===== config.mk =====
export PLATFORM = sky130hd
export DESIGN_NAME = ssd1306_vga_scan
export DESIGN_NICKNAME = d
export VERILOG_FILES = /design/src/rtl/ssd1306_vga_scan.sv
export SDC_FILE = /design/constraint.sdc
export NUM_CORES = 1
export LEC_CHECK = 0
export BUFFER_PORTS_ARGS = -buffer_cell sky130_fd_sc_hd__clkbuf_2
export CAP_MARGIN = 20
export CORE_ASPECT_RATIO = 2
export CORE_MARGIN = 10
export CORE_UTILIZATION = 40
export CTS_BUF_LIST = sky130_fd_sc_hd__clkbuf_8
export CTS_CLUSTER_DIAMETER = 50
export CTS_CLUSTER_SIZE = 28
export DETAILED_ROUTE_END_ITERATION = 16
export PLACE_DENSITY = 0.54
export SLEW_MARGIN = 20
export SYNTH_ARGS = -nofsm -noshare
export SYNTH_HDL_FRONTEND = slang
export SYNTH_SLANG_ARGS = --single-unit

===== constraint.sdc =====
create_clock -name clk_100m -period 2.5 [get_ports clk_100m]
set_input_delay 0.5 -clock clk_100m [delete_from_list [all_inputs] [get_ports clk_100m]]
set_output_delay 0.5 -clock clk_100m [all_outputs]
set_load 0.05 [all_outputs]

===== src/rtl/ssd1306_vga_scan.sv =====
// ssd1306_vga_scan: scans a 128x64 SSD1306 page-organised framebuffer out as
// 640x480@60 VGA timing. Each OLED pixel becomes a 4x4 block and the 512x256
// image is centred in the raster. A two-stage pipeline on ce_pix fetches the
// framebuffer byte in stage 0 and resolves the pixel in stage 1.
`timescale 1ns/1ps

module ssd1306_vga_scan #(
    parameter int H_ACTIVE = 640,
    parameter int H_FP     = 16,
    parameter int H_SYNC   = 96,
    parameter int H_BP     = 48,
    parameter int V_ACTIVE = 480,
    parameter int V_FP     = 10,
    parameter int V_SYNC   = 2,
    parameter int V_BP     = 33,
    parameter int H_OFS    = 64,
    parameter int V_OFS    = 112
) (
    input  logic       clk_100m,
    input  logic       reset,
    input  logic       ce_pix,
    input  logic       display_on,
    input  logic       invert,
    output logic [9:0] fb_addr,
    input  logic [7:0] fb_data,
    output logic       hsync,
    output logic       vsync,
    output logic       hblank,
    output logic       vblank,
    output logic       pixelValue,
    output logic       frame_start
);

    localparam int H_TOTAL  = H_ACTIVE + H_FP + H_SYNC + H_BP;
    localparam int V_TOTAL  = V_ACTIVE + V_FP + V_SYNC + V_BP;
    localparam int HS_START = H_ACTIVE + H_FP;
    localparam int HS_END   = HS_START + H_SYNC;
    localparam int VS_START = V_ACTIVE + V_FP;
    localparam int VS_END   = VS_START + V_SYNC;
    localparam int WIN_W    = 512;
    localparam int WIN_H    = 256;

    logic [9:0] h_cnt;
    logic [9:0] v_cnt;
    logic       h_last;
    logic       v_last;

    // Raster-position terms decoded from the live counters
    logic       in_win;
    logic [6:0] col;
    logic [5:0] row;
    logic       hs_term;
    logic       vs_term;
    logic       hb_term;
    logic       vb_term;
    logic       frame_term;

    // Stage-0 copies, aligned with fb_addr
    logic       win_p0;
    logic [2:0] row_p0;
    logic       hsync_p0;
    logic       vsync_p0;
    logic       hblank_p0;
    logic       vblank_p0;
    logic       frame_p0;

    assign h_last = (h_cnt == 10'(H_TOTAL - 1));
    assign v_last = (v_cnt == 10'(V_TOTAL - 1));

    // Counters advance one pixel per ce_pix; the line counter steps on line wrap
    always_ff @(posedge clk_100m or posedge reset) begin
        if (reset) begin
            h_cnt <= '0;
            v_cnt <= '0;
        end else if (ce_pix) begin
            if (h_last) begin
                h_cnt <= '0;
                v_cnt <= v_last ? 10'd0 : v_cnt + 10'd1;
            end else begin
                h_cnt <= h_cnt + 10'd1;
            end
        end
    end

    // Window, sync and blank decode for the pixel the counters currently present
    always_comb begin
        in_win     = (h_cnt >= 10'(H_OFS)) && (h_cnt < 10'(H_OFS + WIN_W)) &&
                     (v_cnt >= 10'(V_OFS)) && (v_cnt < 10'(V_OFS + WIN_H));
        col        = 7'((h_cnt - 10'(H_OFS)) >> 2);
        row        = 6'((v_cnt - 10'(V_OFS)) >> 2);
        hs_term    = (h_cnt >= 10'(HS_START)) && (h_cnt < 10'(HS_END));
        vs_term    = (v_cnt >= 10'(VS_START)) && (v_cnt < 10'(VS_END));
        hb_term    = (h_cnt >= 10'(H_ACTIVE));
        vb_term    = (v_cnt >= 10'(V_ACTIVE));
        frame_term = (h_cnt == 10'd0) && (v_cnt == 10'd0);
    end

    // ---- stage 0: issue the framebuffer read and capture the timing terms ----
    // Blank copies idle high so the outputs keep their reset values until the
    // first real pixel reaches stage 1; fb_addr holds outside the window.
    always_ff @(posedge clk_100m or posedge reset) begin
        if (reset) begin
            fb_addr   <= '0;
            win_p0    <= 1'b0;
            row_p0    <= '0;
            hsync_p0  <= 1'b0;
            vsync_p0  <= 1'b0;
            hblank_p0 <= 1'b1;
            vblank_p0 <= 1'b1;
            frame_p0  <= 1'b0;
        end else if (ce_pix) begin
            if (in_win) begin
                fb_addr <= {row[5:3], col};
            end
            win_p0    <= in_win;
            row_p0    <= row[2:0];
            hsync_p0  <= hs_term;
            vsync_p0  <= vs_term;
            hblank_p0 <= hb_term;
            vblank_p0 <= vb_term;
            frame_p0  <= frame_term;
        end
    end

    // ---- stage 1: select the bit for this line of the page and register outputs ----
    // Bit 0 of a byte is the top line of its page; the border stays black.
    always_ff @(posedge clk_100m or posedge reset) begin
        if (reset) begin
            hsync      <= 1'b0;
            vsync      <= 1'b0;
            hblank     <= 1'b1;
            vblank     <= 1'b1;
            pixelValue <= 1'b0;
        end else if (ce_pix) begin
            hsync      <= hsync_p0;
            vsync      <= vsync_p0;
            hblank     <= hblank_p0;
            vblank     <= vblank_p0;
            pixelValue <= win_p0 & display_on & (fb_data[row_p0] ^ invert);
        end
    end

    // frame_start is a single clk_100m strobe on the ce_pix that outputs pixel (0,0)
    always_ff @(posedge clk_100m or posedge reset) begin
        if (reset) begin
            frame_start <= 1'b0;
        end else begin
            frame_start <= ce_pix & frame_p0;
        end
    end

endmodule


==> results.toml <==
[floorplan]
io_pins = 29
coreArea_um2 = 5960
rows = 40
die_y_um = 130
initial_core_util_pct = 40.9
die_w_um = 75.2
die_area_um2 = 9800

[pwr]
p_leak_nw = 1.31
pwr-share-comb_pct = 14.3
p_sw_mw = 0.501
p_per_area_nw_per_um2 = 629
power_mw = 1.73
switching_share_pct = 29.0
pwr-share-seq_pct = 52.5
clockPowerShare_pct = 33.2
vdd_drop_max_uv = 363
intPower_mw = 1.23

[route]
via_count = 1685
ant_nets = 0
routedWlPerCell_um = 17.7
drt_pass1_iterations = 4
drc = 0
wl_um = 5520
viasPerCell = 5.40
first_iter_violations = 77

[setup_path]
critical-path-max-stage-delay_ns = 0.48
crit_chain = "inv_1 -> ha_1 -> or3b_2 -> a31oi_1 -> a2111o_1 -> buf_4 -> mux2_2"
rr_endpoint = "fb_addr[9]"
r2r_cells = 7
cp.arrival_ns = 2.47
cp_slowest_cell = "or3b_2"
worstReg2RegStart = "h_cnt[6]"
startpoint_type = "flop"
cp_max_fo = 10
required_ns = 2.69
end_kind = "flop"
r2r_slack_ns = 0.22
path_class = "reg2reg"
worstSetupStartpoint = "h_cnt[6]"
crit_end = "fb_addr[9]"

[logic_synthesis]
synth_nets = 245
ys_seq_area_share_pct = 46.4
synth_most_common_cell = "dfrtp_1"
avgSynthCellArea_um2 = 11.0
synth.top_cells.by_area = "dfrtp_1 (42%), ha_1 (5.6%), mux2_4 (4.9%)"
synth.top_cells.by_count = "dfrtp_1 (41), inv_1 (16), o21ai_0 (14)"
synth-async-reset-ratio_pct = 100
yosysWarnings = 0
synth_cells = 221
synthesis.area_um2 = 2440
synth.top_cell.area_share_pct = 42.1
ys_ff_latch = 45
yosysTopAreaCell = "dfrtp_1"
synth_edf_count = 0
synth_ff_type = "dfrtp_1"
synthDistinctLibCells = 50

[finish]
final_nets = 272
n_fill_cell = 574
final_util_pct = 46.2
stdcell_count = 312
drive_gt1_share_pct = 30.1
num_antenna_cells = 0
area_delta_synth_final_pct = 13.0

[timing]
setup_tns_ns = 0
finalSetupViolCount = 0
period_share_pct = 91.2
tightest_slew_ns = 0.875
rsz0062_at_grt = "false"
skew_ns = 0.00481
slew_headroom_pct = 41.3
max_freq_mhz = 439
hold_viol_final = 0
final-max-slew-violation-count = 0
period_needed_ns = 2.28
hold_ws_ns = 0.245

[global_route]
grt_usage_pct = 12.4
grt_max_degree = 26
grt_overflow = 0
grt_pass1_vias = 1812
grt_pass1_wl_um = 9090
antenna_found_initial = 0

[placement]
dpl.hpwl_um = 4250
place.gp.congestion = 0.819
dp_cells = 304
io_buffers = 28

[cts]
cts_buffer_depth = 2
cts_made_buffers = 5
clock_latency_ns = 0.30
cts_tree = "yes"
post_cts_buffers = 0
cts_root_buffer = "clkbuf_8"
cts.sinks = 45
clk_pin_slew_ns = 0.09
h-tree-depth = 2
cts_resized = 0
hold_buffers = 0

[status]
status = "finished clean"

[worst_hold_path]
hold_class = "in2async"

[job]
drv_cap = 0
per-layer routing:
| layer | global-route usage [%] | wire [um] | vias up |
|---|---|---|---|
| met1 | 12.2 | 1990 | 820 |
| li1 | - | - | 831 |
| met3 | 2.28 | 132 | 10 |
| met5 | 0 | 0 | - |
| met2 | 23.5 | 3250 | 24 |
| met4 | 5.72 | 153 | 0 |
placed cells by master, fill, tap and decap left out, types with 2 or more instances in the layout:
| cell type | netlist | routed |
|---|---|---|
| nor3_1 | 3 | 3 |
| and3_1 | 2 | 2 |
| mux2i_1 | 4 | 4 |
| dfrtp_1 | 41 | 41 |
| buf_4 | 0 | 5 |
| dfstp_2 | 4 | 4 |
| mux2_2 | 10 | 10 |
| xnor2_1 | 6 | 6 |
| xor2_1 | 7 | 7 |
| inv_1 | 16 | 16 |
| a21oi_1 | 8 | 8 |
| mux2_4 | 8 | 8 |
| clkbuf_8 | 0 | 6 |
| nand2_1 | 12 | 12 |
| nor4_1 | 2 | 2 |
| mux4_2 | 2 | 2 |
| o21a_1 | 2 | 2 |
| o31ai_1 | 2 | 2 |
| clkbuf_2 | 0 | 28 |
| nor2_1 | 10 | 10 |
| and4_1 | 2 | 2 |
| nand3_1 | 13 | 13 |
| o21ai_0 | 14 | 14 |
| and4_2 | 2 | 2 |
| ha_1 | 11 | 11 |
| nand4_1 | 3 | 3 |
how the worst min path moves through the flow:
stage	from	slack, ns	endpoint	cells past startpoint
detailed placement	hblank_p0	0.47	hblank_p0	2
finish	reset	0.24	frame_start	2
floorplan	hblank_p0	0.45	hblank_p0	2
global placement	hblank_p0	0.46	hblank_p0	2
global route	reset	0.30	frame_start	2
CTS	reset	0.26	frame_start	2
worst max-delay path: cells and delay by family (launching register included):
family / cells / cell delay, ns
AND/OR/NAND/NOR: 1 / 0.48
flip-flops: 1 / 0.45
multiplexers: 1 / 0.36
AO/OA/AOI/OAI: 2 / 0.31
adder cells (fa/ha/maj): 1 / 0.22
buffers and inverters: 2 / 0.35
power by group through the flow:
stage / Clock [mW] / Combinational [mW] / Sequential [mW]
3_5_place_dp: 0 / 0.251 / 0.926
5_1_grt: 0.626 / 0.282 / 0.922
3_3_place_gp: 0 / 0.249 / 0.925
6_report: 0.575 / 0.248 / 0.908
4_1_cts: 0.592 / 0.252 / 0.911
2_1_floorplan: 0 / 0.265 / 0.849
cells by family (layout without fill, tap and decap cells):
family,after synthesis,after routing,share of synthesized area (%)
xor+xnor,13,13,4.67
buf+inv,30,58,5.55
flops,45,45,46.4
compound gates,35,35,8.99
simple gates,63,63,15.7
mux,24,24,13.0
fa+ha+maj,11,11,5.65
stage by stage:
stage	instance area [um2]	setup slack, ns
finish	2750	0.220
global route	2750	0.0883
CTS	2750	0.205
detailed placement	2640	0.233
global placement	2640	0.318
floorplan	2440	0.459
sequential cells by signal, summed over array words and instances (netlist names), 3 cells and up:
register  flops
fb_addr      10
v_cnt        10
row_p0        3
h_cnt        10
cell type report:
type                       count  area [um2]  area share (%)
timing repair buffer          34         198            7.18
clock inverter                 2        33.8            1.23
inverter                      16        60.1            2.18
tap                           63        78.8            2.86
multi-input combinational    146        1170            42.5
clock buffer                   6        82.6            3.00
sequential                    45        1130            41.1
(Power assumes the default switching activity.)
